<file path="config.mk">
export PLATFORM = sky130hd
export DESIGN_NAME = lsu
export DESIGN_NICKNAME = d
export VERILOG_FILES = /design/src/rtl/lsu.sv
export SDC_FILE = /design/constraint.sdc
export NUM_CORES = 1
export LEC_CHECK = 0
export CORE_AREA = 2 2 115 117
export DETAILED_ROUTE_END_ITERATION = 12
export DIE_AREA = 0 0 117 119
export GPL_TIMING_DRIVEN = 0
export PLACE_DENSITY = 0.87
export SLEW_MARGIN = 20
export SYNTH_ARGS = -nofsm -noshare
export SYNTH_HDL_FRONTEND = slang
export SYNTH_SLANG_ARGS = --single-unit
</file>
<file path="constraint.sdc">
create_clock -name clk -period 8.21 [get_ports clk]
set_input_delay 2.0525 -clock clk [delete_from_list [all_inputs] [get_ports clk]]
set_output_delay 2.0525 -clock clk [all_outputs]
set_load 0.005 [all_outputs]
</file>
<file path="src/rtl/lsu.sv">
// Load/store unit driving a word-wide data memory; sub-word stores run as read-modify-write.
// Define LSU_SUBWORD_EN to support lh/lhu/lb/lbu/sh/sb; otherwise those ops complete as errors.
module lsu #(
    parameter logic [31:0] ADDR_LIMIT = 32'h0000_1000
) (
    input  logic        clk,
    input  logic        Reset,
    input  logic        req_valid,
    input  logic [2:0]  req_op,
    input  logic [31:0] req_addr,
    input  logic [31:0] req_wdata,
    input  logic [31:0] req_pc,
    output logic        busy,
    output logic        done,
    output logic [31:0] rdata,
    output logic        addr_err,
    output logic [31:0] mem_A,
    output logic [31:0] mem_WD,
    input  logic [31:0] mem_RD,
    output logic        mem_RE,
    output logic        mem_WE,
    output logic [31:0] mem_PC
);

    localparam logic [2:0] IDLE   = 3'd0;
    localparam logic [2:0] ACC    = 3'd1;
    localparam logic [2:0] RESP   = 3'd4;
`ifdef LSU_SUBWORD_EN
    localparam logic [2:0] RMW_RD = 3'd2;
    localparam logic [2:0] RMW_WR = 3'd3;
`endif

    localparam logic [2:0] OP_LW  = 3'd0;
    localparam logic [2:0] OP_LH  = 3'd1;
    localparam logic [2:0] OP_LHU = 3'd2;
    localparam logic [2:0] OP_LB  = 3'd3;
    localparam logic [2:0] OP_LBU = 3'd4;
    localparam logic [2:0] OP_SW  = 3'd5;
    localparam logic [2:0] OP_SH  = 3'd6;
    localparam logic [2:0] OP_SB  = 3'd7;

    logic [2:0]  state;
    logic [2:0]  op_q;
    logic [31:2] word_q;
    logic [31:0] wdata_q;
    logic [31:0] pc_q;
    logic        err_q;
    logic        misaligned;
    logic        unsupported;
    logic        req_err;
    logic        is_store;
    logic [31:0] load_word;
`ifdef LSU_SUBWORD_EN
    logic [1:0]  lane_q;
    logic [31:0] merged_q;
    logic [31:0] merge_word;
    logic [7:0]  byte_sel;
    logic [15:0] half_sel;
`endif

    always_comb begin
        misaligned = 1'b0;
        case (req_op)
            OP_LW, OP_SW:          misaligned = (req_addr[1:0] != 2'b00);
            OP_LH, OP_LHU, OP_SH:  misaligned = req_addr[0];
            default:               misaligned = 1'b0;
        endcase
`ifdef LSU_SUBWORD_EN
        unsupported = 1'b0;
`else
        unsupported = (req_op != OP_LW) && (req_op != OP_SW);
`endif
        req_err = misaligned || (req_addr >= ADDR_LIMIT) || unsupported;
    end

    assign is_store = (op_q >= OP_SW);

    // Extract and extend the addressed lane of the word being read in ACC.
    always_comb begin
        load_word = mem_RD;
`ifdef LSU_SUBWORD_EN
        byte_sel = mem_RD[{lane_q, 3'b000} +: 8];
        half_sel = lane_q[1] ? mem_RD[31:16] : mem_RD[15:0];
        case (op_q)
            OP_LH:   load_word = {{16{half_sel[15]}}, half_sel};
            OP_LHU:  load_word = {16'h0000, half_sel};
            OP_LB:   load_word = {{24{byte_sel[7]}}, byte_sel};
            OP_LBU:  load_word = {24'h000000, byte_sel};
            default: load_word = mem_RD;
        endcase
`endif
    end

`ifdef LSU_SUBWORD_EN
    always_comb begin
        merge_word = mem_RD;
        if (op_q == OP_SB) begin
            merge_word[{lane_q, 3'b000} +: 8] = wdata_q[7:0];
        end else begin
            merge_word[{lane_q[1], 4'b0000} +: 16] = wdata_q[15:0];
        end
    end
`endif

    always_ff @(posedge clk or posedge Reset) begin
        if (Reset) begin
            state    <= IDLE;
            op_q     <= 3'd0;
            word_q   <= 30'd0;
            wdata_q  <= 32'd0;
            pc_q     <= 32'd0;
            err_q    <= 1'b0;
            rdata    <= 32'd0;
`ifdef LSU_SUBWORD_EN
            lane_q   <= 2'd0;
            merged_q <= 32'd0;
`endif
        end else begin
            case (state)
                IDLE: begin
                    if (req_valid) begin
                        op_q    <= req_op;
                        word_q  <= req_addr[31:2];
                        wdata_q <= req_wdata;
                        pc_q    <= req_pc;
                        err_q   <= req_err;
`ifdef LSU_SUBWORD_EN
                        lane_q  <= req_addr[1:0];
`endif
                        if (req_err) begin
                            state <= RESP;
`ifdef LSU_SUBWORD_EN
                        end else if ((req_op == OP_SH) || (req_op == OP_SB)) begin
                            state <= RMW_RD;
`endif
                        end else begin
                            state <= ACC;
                        end
                    end
                end
                ACC: begin
                    if (!is_store) begin
                        rdata <= load_word;
                    end
                    state <= RESP;
                end
`ifdef LSU_SUBWORD_EN
                RMW_RD: begin
                    merged_q <= merge_word;
                    state    <= RMW_WR;
                end
                RMW_WR:  state <= RESP;
`endif
                RESP:    state <= IDLE;
                default: state <= IDLE;
            endcase
        end
    end

    // Strobes and the memory buses are pure decodes of the state so reset kills them at once.
    always_comb begin
        mem_RE = (state == ACC) && !is_store;
        mem_WE = (state == ACC) && is_store;
        mem_WD = 32'd0;
        if ((state == ACC) && is_store) begin
            mem_WD = wdata_q;
        end
`ifdef LSU_SUBWORD_EN
        if (state == RMW_RD) begin
            mem_RE = 1'b1;
        end
        if (state == RMW_WR) begin
            mem_WE = 1'b1;
            mem_WD = merged_q;
        end
`endif
        mem_A = (mem_RE || mem_WE) ? {word_q, 2'b00} : 32'd0;
    end

    assign busy     = (state != IDLE);
    assign done     = (state == RESP);
    assign addr_err = (state == RESP) && err_q;
    assign mem_PC   = pc_q;

endmodule
</file>
==> metrics.log <==
INFO  metric outcome = finished, final reports clean
INFO  metric regToRegStartpoint = state[0]
INFO  metric final_cells = 845
INFO  metric worst-r2r-setup-slack = 6.56 ns
INFO  metric vdd.ir_drop.worst = 0.1761 mV
INFO  metric cp-start-kind = register
INFO  metric slowest_delay = 0.53 ns
INFO  metric clock-root-buffer = sky130_fd_sc_hd__clkbuf_16
INFO  metric period_minus_slack = 4.390 ns
INFO  metric die_w = 117 µm
INFO  metric sum_of_routed_wire_length_over_all_layers = 14,720 µm
INFO  metric seq_power_share = 43.7%
INFO  metric hold_viol_final = 0
INFO  metric max_clock_freq = 227.8 MHz
INFO  metric share_of_total_power_in_combinational_logic = 14.1%
INFO  metric drive_gt1_share = 13.15%
INFO  metric gpl.final_weighted_congestion = 0.7664
INFO  metric final_skew = 0.007533 ns
INFO  metric worst_slew_pin_slew = 0.7081 ns
INFO  metric worstSkewPairLatency = 0.41 ns
INFO  metric number_of_global_route_vias_before_repair = 4,385
INFO  metric synth.lib_cells_used.distinct = 26
INFO  metric synth_edf_count = 0
INFO  metric postSynthAreaPerCell = 14.78 µm²
INFO  metric min-delay-path-class = register to register
INFO  metric netSwitchingPower = 399.0 µW
INFO  metric post_synth_most_frequent_cells = sky130_fd_sc_hd__dfrtp_1, sky130_fd_sc_hd__mux2_1, sky130_fd_sc_hd__and2_1
INFO  metric clock_slew_seen_by_the_registers_of_the_worst_setup_and_hold_paths = 0.06 ns
INFO  metric synth-seq-cells = 132
INFO  metric critPathSlowestCell = sky130_fd_sc_hd__clkdlybuf4s50_1
INFO  metric ctsResizeCount = 0
INFO  metric antenna_found_initial = 0
INFO  metric async_flop_share = 100.0%
INFO  metric design.die.area = 13,920 µm²
INFO  metric setup_viol = 0
INFO  metric maxCapViolCount = 0
INFO  metric core_region_area = 12,870 µm²
INFO  metric post_synthesis_to_final_layout_area_growth = 63.56%
INFO  metric drc = 0
INFO  metric cell_area_after_technology_mapping = 5484 µm²
INFO  metric fillCellCount = 892
INFO  metric synth_most_common_cell = sky130_fd_sc_hd__dfrtp_1
INFO  metric synth.yosys.seq_area_share = 60.23%
INFO  metric p_int = 1358 µW
INFO  metric cts.hold.buffers_added = 0
INFO  metric die_h = 119 µm
INFO  metric port_buffers = 264
INFO  metric total_routing_usage_gr = 21.56%
INFO  metric unrepaired_setup_endpoints_after_global_routing = no
INFO  metric yosys.area.top_type_share = 60.23%
INFO  metric antenna_cells_inserted = 0
INFO  metric totalNegativeSetupSlack = 0 ns
INFO  metric worst_setup_path_endpoint = mem_WD[7]
INFO  metric netlist_instances = 371
INFO  metric post_route_ant_nets = 0
INFO  metric worstPathCellList = o21ai_1 -> nor3b_2 -> clkbuf_1 -> and2_1 -> clkdlybuf4s50_1
INFO  metric timing_worst_setup_path_type = register to output port
INFO  metric avgViaCountPerCell = 4.786
INFO  metric worst_hold_startpoint = wdata_q[20]
INFO  metric arrival = 2.34 ns
INFO  metric drt_pre_antenna_iters = 4
INFO  metric route.detailed.wl_per_inst = 17.42 µm
INFO  metric synth-warning-count = 0
INFO  metric yosys-top-cells-area = sky130_fd_sc_hd__dfrtp_1, sky130_fd_sc_hd__mux2_1, sky130_fd_sc_hd__and2_1
INFO  metric initial_util = 42.59%
INFO  metric row_count = 42
INFO  metric cts_setup_buffers = 0
INFO  metric r2r_end = wdata_q[9]
INFO  metric grt_max_degree = 78
INFO  metric initialDrtViolationCount = 179
INFO  metric cellPowerDensity = 195.9 nW/µm²
INFO  metric floorplan.io_pins = 267
INFO  metric crit_start = op_q[0]
INFO  metric power.share.clock = 42.2%
INFO  metric final.period_utilization = 53.47%
INFO  metric num-nets-final = 790
INFO  metric leakage_power = 0.003718 µW
INFO  metric cts_made_buffers = 17
INFO  metric timing.slew.headroom = 52.80%
INFO  metric placed_cells_incl_taps = 813
INFO  metric wire_length_of_the_first_global_routing_pass = 22,680 µm
INFO  metric cts_max_path_buffers = 2
INFO  metric post-dp-hpwl = 11,140 µm
INFO  metric cts.sinks = 132
INFO  metric critical_path.endpoint_type = output port
INFO  metric dominantRegCellSynth = sky130_fd_sc_hd__dfrtp_1
INFO  metric cts_tree = built
INFO  metric cts_max_level = 4
INFO  metric grt_remaining_overflow = 0
INFO  metric switching_share = 22.71%
INFO  metric report.final.slew_viol_count = 0
INFO  metric route.vias.total = 4,044
INFO  metric crit_fanout = 10
INFO  metric worst-r2r-cell-count = 4
INFO  metric cell_accounting_for_the_most_synthesized_area = sky130_fd_sc_hd__dfrtp_1
INFO  metric critical_path_required = 6.16 ns
-- worst max-delay path, delay by kind of cell (launching register included) --
kind | cells | cell delay [ns]
buffers and inverters | 2 | 0.91
and+or+nand+nor | 2 | 0.55
DFF | 1 | 0.34
AOI/OAI and AO/OA | 1 | 0.12
-- flip-flops by register name, summed over array words and instances, names as in the netlist --
name,count
err_q,1
mem_PC,32
op_q,3
rdata,32
state,2
wdata_q,32
word_q,30
-- final cells by class --
class                           count  area (µm²)  area share, %
Tap cell                          176       220.2          2.455
Sequential cell                   132        3303          36.83
Timing Repair Buffer              265        2670          29.77
Buffer                             22       151.4          1.688
Multi-Input combinational cell    216        2026          22.58
Clock inverter                     13       133.9          1.493
Clock buffer                       19       452.9          5.050
Inverter                            2       12.51         0.1395
-- how the worst min path moves through the flow --
stage / endpoint / slack [ns] / cells after the start
floorplan: wdata_q[0] / 0.45 / 1
global placement: wdata_q[11] / 0.46 / 1
detailed placement: word_q[3] / 0.47 / 1
CTS: word_q[8] / 0.48 / 1
global route: word_q[6] / 0.49 / 1
finish: wdata_q[20] / 0.47 / 1
-- per-layer routing --
metal  part of all wire, %  GRT usage [%]  vias up
met2                    52          37.75      172
met5                     0              0        -
li1                      -              -     1845
met4                   3.0          9.632        0
met3                   8.6          7.735       32
met1                    37          22.94     1995
-- stage by stage --
step / area (µm²) / hold WS [ns] / util (%) / total power [µW] / setup slack [ns]
final: 8970 / 0.4748 / 69.67 / 1757 / 3.820
after global routing: 8970 / 0.4912 / 69.67 / 1832 / 3.639
after CTS: 8970 / 0.4792 / 69.67 / 1777 / 3.755
after detailed placement: 8383 / 0.4665 / 65.11 / 1029 / 4.208
after global placement: 8351 / 0.4584 / 64.86 / 1012 / 1.023
after floorplan: 5488 / 0.4489 / - / 860.9 / 2.631
-- cell families (layout without fill, tap and decap cells) --
kind of cell    count (synthesis)  in the layout  synth area share [%]
compound gates                  4              4                0.4562
xor+xnor                        1              1                0.1597
buf+inv                        24            321                 2.898
flops                         132            132                 60.23
mux                           129            129                 26.49
other cells                     1              2               0.06838
simple gates                   80             80                 9.697
-- power groups by stage --
stage	clock (µW)	combinational, µW	sequential [µW]
after global routing	785	269	778
after global placement	0	239	772
after detailed placement	0	251	779
after floorplan	0	89.9	771
final	741	248	768
after CTS	756	253	768
-- layout by cell type (no fill, tap or decap), drive strengths merged, types with 3 or more instances in the layout --
master,count
buf,17
clkinv,8
mux2,129
clkinvlp,3
nor4,5
clkbuf,25
clkdlybuf4s50,264
and2,63
dfrtp,132
Note: power is estimated with default switching activity, not from simulation.
